### src/rtl/env_pkg.sv
// env_pkg: shared state encoding and widths for the envelope gate controller.
package env_pkg;
  localparam int ENV_RW = 16;
  localparam int ENV_STEP_W = 8;
  typedef enum logic [1:0] {
    IDLE    = 2'd0,
    ATTACK  = 2'd1,
    DECAY   = 2'd2,
    RELEASE = 2'd3
  } env_state_t;
  function automatic logic is_active(input env_state_t s);
    return (s == ATTACK) || (s == DECAY);
  endfunction
endpackage

### src/rtl/rate_prescaler.sv
// rate_prescaler: latches a step rate on clear and emits a registered strobe every rate cycles.
module rate_prescaler
  import env_pkg::*;
#(
  parameter int RW = ENV_RW
) (
  input  logic          CLK,
  input  logic          RST_N,
  input  logic          clear,
  input  logic          enable,
  input  logic [RW-1:0] rate,
  output logic          strobe
);
  logic [RW-1:0] rate_m1;
  logic [RW-1:0] cnt;
  logic          last;
  assign last = cnt == rate_m1;
  // rate is stored minus one so that 0 and 1 both give a strobe every cycle
  always_ff @(posedge CLK or negedge RST_N) begin
    if (!RST_N) begin
      rate_m1 <= '0;
      cnt     <= '0;
      strobe  <= 1'b0;
    end else if (clear) begin
      rate_m1 <= (rate == '0) ? '0 : rate - RW'(1);
      cnt     <= '0;
      strobe  <= 1'b0;
    end else begin
      strobe <= enable && last;
      cnt    <= (enable && !last) ? cnt + RW'(1) : '0;
    end
  end
endmodule

### src/rtl/env_gate_ctrl.sv
// env_gate_ctrl: key-driven ADSR sequencer producing the shifter enables and the voice run enable.
module env_gate_ctrl
  import env_pkg::*;
#(
  parameter int RW = ENV_RW
) (
  input  logic                  CLK,
  input  logic                  RST_N,
  input  logic                  key_on,
  input  logic [RW-1:0]         attack_rate,
  input  logic [RW-1:0]         decay_rate,
  input  logic                  hold_in,
  input  logic                  z_flg_in,
  output logic                  en1,
  output logic                  en2,
  output logic                  voice_en,
  output logic [1:0]            state,
  output logic [ENV_STEP_W-1:0] step_cnt
);
  env_state_t st, nxt;
  logic       key_q;
  logic       key_rise;
  logic       enter;
  assign key_rise = key_on & ~key_q;
  assign enter    = nxt != st;
  assign state    = st;
  always_comb begin
    nxt = st;
    case (st)
      IDLE:    nxt = key_rise ? ATTACK : IDLE;
      ATTACK:  nxt = !key_on ? RELEASE : z_flg_in ? DECAY : ATTACK;
      DECAY:   nxt = !key_on ? RELEASE : DECAY;
      RELEASE: nxt = key_rise ? ATTACK : !hold_in ? IDLE : RELEASE;
      default: nxt = IDLE;
    endcase
  end
  // rate mux looks at the next state so the entering phase latches its own rate
  rate_prescaler #(.RW(RW)) u_pre (
    .CLK   (CLK),
    .RST_N (RST_N),
    .clear (enter),
    .enable(is_active(st)),
    .rate  ((nxt == ATTACK) ? attack_rate : decay_rate),
    .strobe(en2)
  );
  always_ff @(posedge CLK or negedge RST_N) begin
    if (!RST_N) begin
      st       <= IDLE;
      key_q    <= 1'b0;
      en1      <= 1'b0;
      voice_en <= 1'b0;
      step_cnt <= '0;
    end else begin
      st       <= nxt;
      key_q    <= key_on;
      en1      <= is_active(nxt);
      voice_en <= (nxt != IDLE) | hold_in;
      step_cnt <= (enter && nxt == ATTACK) ? '0 :
                  (en2 && step_cnt != '1) ? step_cnt + ENV_STEP_W'(1) : step_cnt;
    end
  end
endmodule

### config.mk
export PLATFORM = sky130hd
export DESIGN_NAME = env_gate_ctrl
export DESIGN_NICKNAME = d
export VERILOG_FILES = /design/src/rtl/env_pkg.sv /design/src/rtl/rate_prescaler.sv /design/src/rtl/env_gate_ctrl.sv
export SDC_FILE = /design/constraint.sdc
export NUM_CORES = 1
export LEC_CHECK = 0
export ABC_AREA = 1
export CORE_UTILIZATION = 45
export CTS_CLUSTER_DIAMETER = 40
export DETAILED_ROUTE_END_ITERATION = 7
export HOLD_SLACK_MARGIN = 0.06
export PLACE_DENSITY = 0.68
export SYNTH_ARGS = -nofsm -noshare
export SYNTH_HDL_FRONTEND = slang
export SYNTH_SLANG_ARGS = --single-unit
### constraint.sdc
create_clock -name CLK -period 3.05 [get_ports CLK]
set_clock_uncertainty 0.2 [all_clocks]
set_input_delay 0.7625 -clock CLK [delete_from_list [all_inputs] [get_ports CLK]]
set_output_delay 0.7625 -clock CLK [all_outputs]
set_load 0.005 [all_outputs]
==> results of run 1 <==
-- worst paths after layout --
| kind | startpoint | endpoint | slack (ps) | cells after the start |
|---|---|---|---|---|
| setup / recovery | z_flg_in | u_pre.rate_m1[0] | 150 | 18 |
| hold / removal | RST_N | step_cnt[3] | 130 | 1 |
| setup reg to reg | state[0] | u_pre.rate_m1[0] | 360 | 16 |
| hold reg to reg | u_pre.rate_m1[4] | u_pre.rate_m1[4] | 310 | 2 |
| max in group asynchronous | RST_N | u_pre.rate_m1[6] | 1790 | 2 |
| min in group CLK | u_pre.rate_m1[4] | u_pre.rate_m1[4] | 310 | 2 |
-- metrics by stage --
stage,worst slack [ps],power (mW),hold WS [ps],util [%],TNS (ps)
2_1_floorplan,194,1.43,267,-,0
3_3_place_gp,-333,1.74,286,58.9,-4570
3_5_place_dp,-448,1.77,296,58.9,-6170
4_1_cts,13.7,2.21,135,60.6,0
5_1_grt,-5.25,2.40,139,61.8,-5.25
6_report,153,2.23,134,61.8,0
-- synth_stat cells --
cell type  count  area (um2)
nor2_1        51         191
a22oi_1        1        7.51
o21ai_1        4        20.0
a31o_2         1        8.76
and2_1         1        6.26
o31ai_1        1        7.51
buf_6          4        45.0
ha_1           9         113
nand4_4        1        21.3
clkbuf_2       2        10.0
nand3_1       40         200
nor3b_1        1        7.51
dfrtp_1       46        1150
nand4_1       10        62.6
nand2_2        8        50.1
inv_1         67         251
o21bai_1       2        15.0
buf_2          2        10.0
or2_2          2        12.5
inv_4          1        6.26
inv_2          5        18.8
nor2_2         3        18.8
xnor2_1       11        96.3
nand2_4        2        22.5
nand3b_1       1        7.51
nand2_1      161         604
nand3_2        1        10.0
buf_4          3        22.5
clkbuf_1       1        3.75
o21ai_0       12        60.1
nor2_8         1        20.0
xor2_1        23         201
nor2_4         2        22.5
nand3_4        1        17.5
nor3_1         1        5.00
-- layer usage --
layer | part of all wire (%) | wire [um] | vias up
met4 | 1.8 | 130 | 0
met2 | 48 | 3440 | 58
li1 | - | - | 1635
met3 | 2.4 | 171 | 13
met5 | 0 | 0 | -
met1 | 48 | 3500 | 1336
-- power groups by stage --
| stage | clock network, mW | registers [mW] | logic [mW] |
|---|---|---|---|
| 2_1_floorplan | 0 | 0.827 | 0.603 |
| 3_3_place_gp | 0 | 0.844 | 0.897 |
| 3_5_place_dp | 0 | 0.851 | 0.914 |
| 4_1_cts | 0.448 | 0.839 | 0.924 |
| 5_1_grt | 0.474 | 0.853 | 1.07 |
| 6_report | 0.436 | 0.838 | 0.958 |
-- timing repair --
action                     CTS  global route
pin swaps                    0            11
resized for setup            3            21
gates cloned                 0             1
setup buffers                0             2
setup endpoints to repair   16            16
-- state kept, by name (all words and copies together) (netlist names) --
name           flops
u_pre.cnt         16
state              2
key_q              1
voice_en           1
u_pre.strobe       1
en1                1
u_pre.rate_m1     16
step_cnt           8
-- worst max-delay path: cells and delay by family --
family	cells	cell delay, ps
buffers and inverters	3	600
adders and majority gates	2	360
and+or+nand+nor	13	1140
-- area by class of cell --
type / instances / area, um2 / area share, %
Sequential cell: 46 / 1150 / 26.7
Inverter: 73 / 279 / 6.47
Tap cell: 96 / 120 / 2.79
Clock buffer: 7 / 76.3 / 1.77
Clock inverter: 1 / 30.0 / 0.696
Timing Repair Buffer: 85 / 781 / 18.1
Multi-Input combinational cell: 352 / 1880 / 43.5
-- cell families after synthesis --
logic type	count (synthesis)	share of synthesized area, %
flops	46	34.6
compound gates	21	3.57
buf+inv	85	11.1
fa+ha+maj	9	3.38
simple gates	287	38.5
xor+xnor	34	8.95
==> results.cfg, run 1 <==
[clock_tree]
clkSinkCount = 46
insertion_delay_ps = 290
path_clk_slew_ps = 80
htree_levels = 2
cts-buffers-inserted = 5
cts_tree = yes
postCtsHoldBufs = 0
clock-root-buffer = clkbuf_8
cts_buffer_depth = 2

[global_route]
top_usage_layer = met2
grt_overflow = 0
grt_util_met3_pct = 2.36
grt_pass1_wl_um = 12400
grt_usage_pct = 20.3
grt_pass1_vias = 2930
grt_max_degree = 36
grt_util_met1_pct = 25.5
grtUsageMet2_pct = 36.3
grt_antenna_before_repair = 0

[yosys]
syn_nets = 528
yosysSeqAreaShare_pct = 34.6
yosysWarnings = 0
synth_area_mm2 = 0.00333
synth-seq-cells = 46
yosysUniqueCellTypes = 35
synth.avg_cell_area_um2 = 6.90
syn_inst = 482

[drt]
dr.first_iter.drc_count = 119
vias = 3042
avgViaCountPerCell = 4.61
first_pass_iters = 6
wl_per_cell_um = 11.0
wl_um = 7240
drc = 0
ant_nets = 0

[pwr]
leakagePower_nw = 2.23
vdd_drop_max_mv = 0.241
powerDensity_mw_per_mm2 = 518
power_frac_clock_pct = 19.5
p_seq_share_pct = 37.5
combPwrFrac_pct = 42.9
p_sw_share_pct = 36.4
intPower_mw = 1.42
p_switching_uw = 812

[die]
die_x_um = 88
rows = 30
initial_core_util_pct = 47.7
io_pins = 50
core_mm2 = 0.00698
die_area_mm2 = 0.00774
fp.dieH_um = 88

[sta]
clock.fmax_mhz = 345
worst_pin_slew_ps = 563
finalMaxSlewViolations = 0
setup_violations = 0
hold_viol = 0
max_slew_margin_pct = 62.4
finalCriticalPeriod_ps = 2900
fin_crit_sh_pct = 95.0

[setup_path]
critPathSlowestCell = clkdlybuf4s50_1
crit_top_cell = nand2_1
cpPeakStageDelay_ps = 470
crit_path_start_kind = input pin
crit_chain = clkdlybuf4s50_1 -> nand2_1 -> nand2_1 -> nand3_1 -> nand2_1 -> nand2_2 -> ha_4 -> inv_6 -> nand2_1 -> nand2_2 -> ha_4 -> nand3_4 -> nor2_8 -> nand4_4 -> nand2_4 -> inv_2 -> nand2_1 -> nand2_1
arrival_ps = 2880
critical_path_required_ps = 3030
crit_type = in -> reg
crit_fanout = 6
end_kind = flip-flop

[final_layout]
syn_to_final_growth_pct = 29.6
layout_commonest_cell = nand2_1
fin_area_mm2 = 0.00431
layout.nets = 609
nFillCells = 657
drive_gt1_share_pct = 15.4
instances_no_fill = 660
antenna_cells = 0
most-common-layout-cells = nand2_1, inv_1, nor2_1

[placement]
dp_hpwl_um = 5600
placed_area_mm2 = 0.00411
dp_cells = 649
globalplace.congestion = 0.800
io_buffers = 49

[flow_run]
cap_violations = 0

[status]
status = completed

[hold_path]
hold_class = in -> async
Note: power is estimated with default switching activity, not from simulation.
==> inputs of run 2 (changes only) <==
--- a/config.mk
+++ b/config.mk
@@ -11,6 +11,8 @@
 export DETAILED_ROUTE_END_ITERATION = 7
 export HOLD_SLACK_MARGIN = 0.06
 export PLACE_DENSITY = 0.68
+export SETUP_SLACK_MARGIN = 0.3
+export SKIP_LAST_GASP = 1
 export SYNTH_ARGS = -nofsm -noshare
 export SYNTH_HDL_FRONTEND = slang
 export SYNTH_SLANG_ARGS = --single-unit
==> run 2 against run 1 <==
Flip-flop and latch count unchanged. Largest cell class unchanged. Critical path type is now reg -> reg. Design area up 8.1%. Non-clock buffer count up 18. Setup slack better by 220 ps. Combinational power up 20%. Core utilization up 5.0 points. First-iteration DRC count down 23%. Die area unchanged. Sequential power about the same.
==> results.cfg, run 2 (synthesized netlist as in run 1, its figures left out) <==
[setup_path]
crit_fanout = 7
critical_path_required_ps = 3040
arrival_ps = 2670
crit_path_start_kind = flip-flop
crit_type = reg -> reg
end_kind = flip-flop
r2r_slack_ps = 370

[final_layout]
final_util_pct = 66.8
nFillCells = 611
antenna_cells = 0
layout.nets = 628
most-common-layout-cells = nand2_1, inv_1, nor2_1
syn_to_final_growth_pct = 40.1
layout_commonest_cell = nand2_1
drive_gt1_share_pct = 25.4
largestRegisters = u_pre.cnt (16), u_pre.rate_m1 (16), step_cnt (8)

[die]
initial_core_util_pct = 47.7
die_area_mm2 = 0.00774
die_x_um = 88
fp.dieH_um = 88
io_pins = 50
rows = 30
core_mm2 = 0.00698

[drt]
met2RoutedLength_um = 3770
wl_met1_um = 3630
dr.first_iter.drc_count = 92
routed.top_layer = met4
avgViaCountPerCell = 4.67
wl_um = 7810
ant_nets = 0
wl_per_cell_um = 11.5
first_pass_iters = 4
met3_length_um = 320
vias = 3163
drc = 0

[sta]
clock.fmax_mhz = 373
rsz0062_at_grt = false
hold_viol = 0
setup_violations = 0
finalSetupTns_ps = 0
worst_pin_slew_ps = 576
max_slew_margin_pct = 61.6
whs_ps = 313
finalMaxSlewViolations = 0
fin_crit_sh_pct = 87.8
finalCriticalPeriod_ps = 2680

[global_route]
grt_antenna_before_repair = 0
grt_pass1_wl_um = 13000
grt_usage_pct = 21.0
grt_max_degree = 47
grt_overflow = 0
grt_pass1_vias = 2996

[clock_tree]
path_clk_slew_ps = 80
postCtsHoldBufs = 0
insertion_delay_ps = 290
cts_buffer_depth = 2
clkSinkCount = 46
cts_tree = yes
clock-root-buffer = clkbuf_8
htree_levels = 2
cts-buffers-inserted = 5

[pwr]
intPower_mw = 1.45
powerDensity_mw_per_mm2 = 504
power_frac_clock_pct = 15.1
p_seq_share_pct = 35.8
combPwrFrac_pct = 49.1
p_sw_share_pct = 38.2
leakagePower_nw = 2.35
vdd_drop_max_mv = 0.232
p_switching_uw = 897

[placement]
globalplace.congestion = 0.872
dp_hpwl_um = 5570
io_buffers = 49

[status]
status = completed

[hold_path]
hold_class = reg -> reg

[flow_run]
cap_violations = 0
[run 2: layout make-up]
| type | count | area, um2 | share of cell area (%) |
|---|---|---|---|
| Clock buffer | 5 | 68.8 | 1.48 |
| Clock inverter | 2 | 10.0 | 0.215 |
| Inverter | 73 | 294 | 6.31 |
| Multi-Input combinational cell | 352 | 2050 | 44.0 |
| Sequential cell | 46 | 1150 | 24.7 |
| Tap cell | 96 | 120 | 2.58 |
| Timing Repair Buffer | 103 | 955 | 20.5 |
| Timing Repair inverter | 1 | 8.76 | 0.188 |
[run 2: metrics by stage]
| stage | setup WS [ps] | instance area (um2) | std cells | power (mW) |
|---|---|---|---|---|
| after detailed placement | -385 | 4210 | 653 | 1.82 |
| after floorplan | 301 | 3390 | 482 | 1.45 |
| after CTS | 305 | 4420 | 673 | 2.24 |
| final | 371 | 4660 | 678 | 2.35 |
| after global placement | -303 | 4210 | 653 | 1.80 |
| after global routing | 207 | 4660 | 678 | 2.53 |
[run 2: path summary, 6_finish.rpt]
path / startpoint / end / cells past startpoint
max reg2reg: state[0] / u_pre.rate_m1[10] / 18
min in group asynchronous: RST_N / step_cnt[3] / 2
max in group asynchronous: RST_N / state[1] / 2
max: state[0] / u_pre.rate_m1[10] / 18
min reg2reg: u_pre.rate_m1[3] / u_pre.rate_m1[3] / 2
min: u_pre.rate_m1[3] / u_pre.rate_m1[3] / 2
[run 2: critical path, stage by stage (launching register included)]
cell and delay (ps):
dfrtp_2 490, ha_4 210, nand2_1 100, nand3_2 90, nand2_2 80, nand2_2 80
ha_4 200, buf_12 130, clkinv_8 50, buf_4 120, nand2_1 70, nand2_2 80
nand2_2 80, nor2_4 170, buf_4 130, nand2_1 50, xor2_1 140, nand2_1 60
nand2_1 40
[run 2: layer usage]
metal  vias to the layer above  GRT usage, %
li1                       1675             -
met1                      1401          28.4
met2                        76          34.7
met3                        11          3.77
met4                         0          5.51
met5                         -             0
[run 2: power by group through the flow]
stage                     Combinational (mW)  Clock, mW  Sequential, mW
after floorplan                        0.626          0           0.827
after global placement                 0.952          0           0.845
after detailed placement               0.971          0           0.846
after CTS                               1.04      0.364           0.834
after global routing                    1.28      0.393           0.859
final                                   1.15      0.355           0.840
[run 2: timing repair]
action | in CTS | in global routing
pin swaps | 5 | 31
endpoints found under the hold margin | 0 | 0
buffers inserted | 11 | 4
setup endpoints to repair | 16 | 16
gates resized for setup | 9 | 66
cloned | 2 | 1
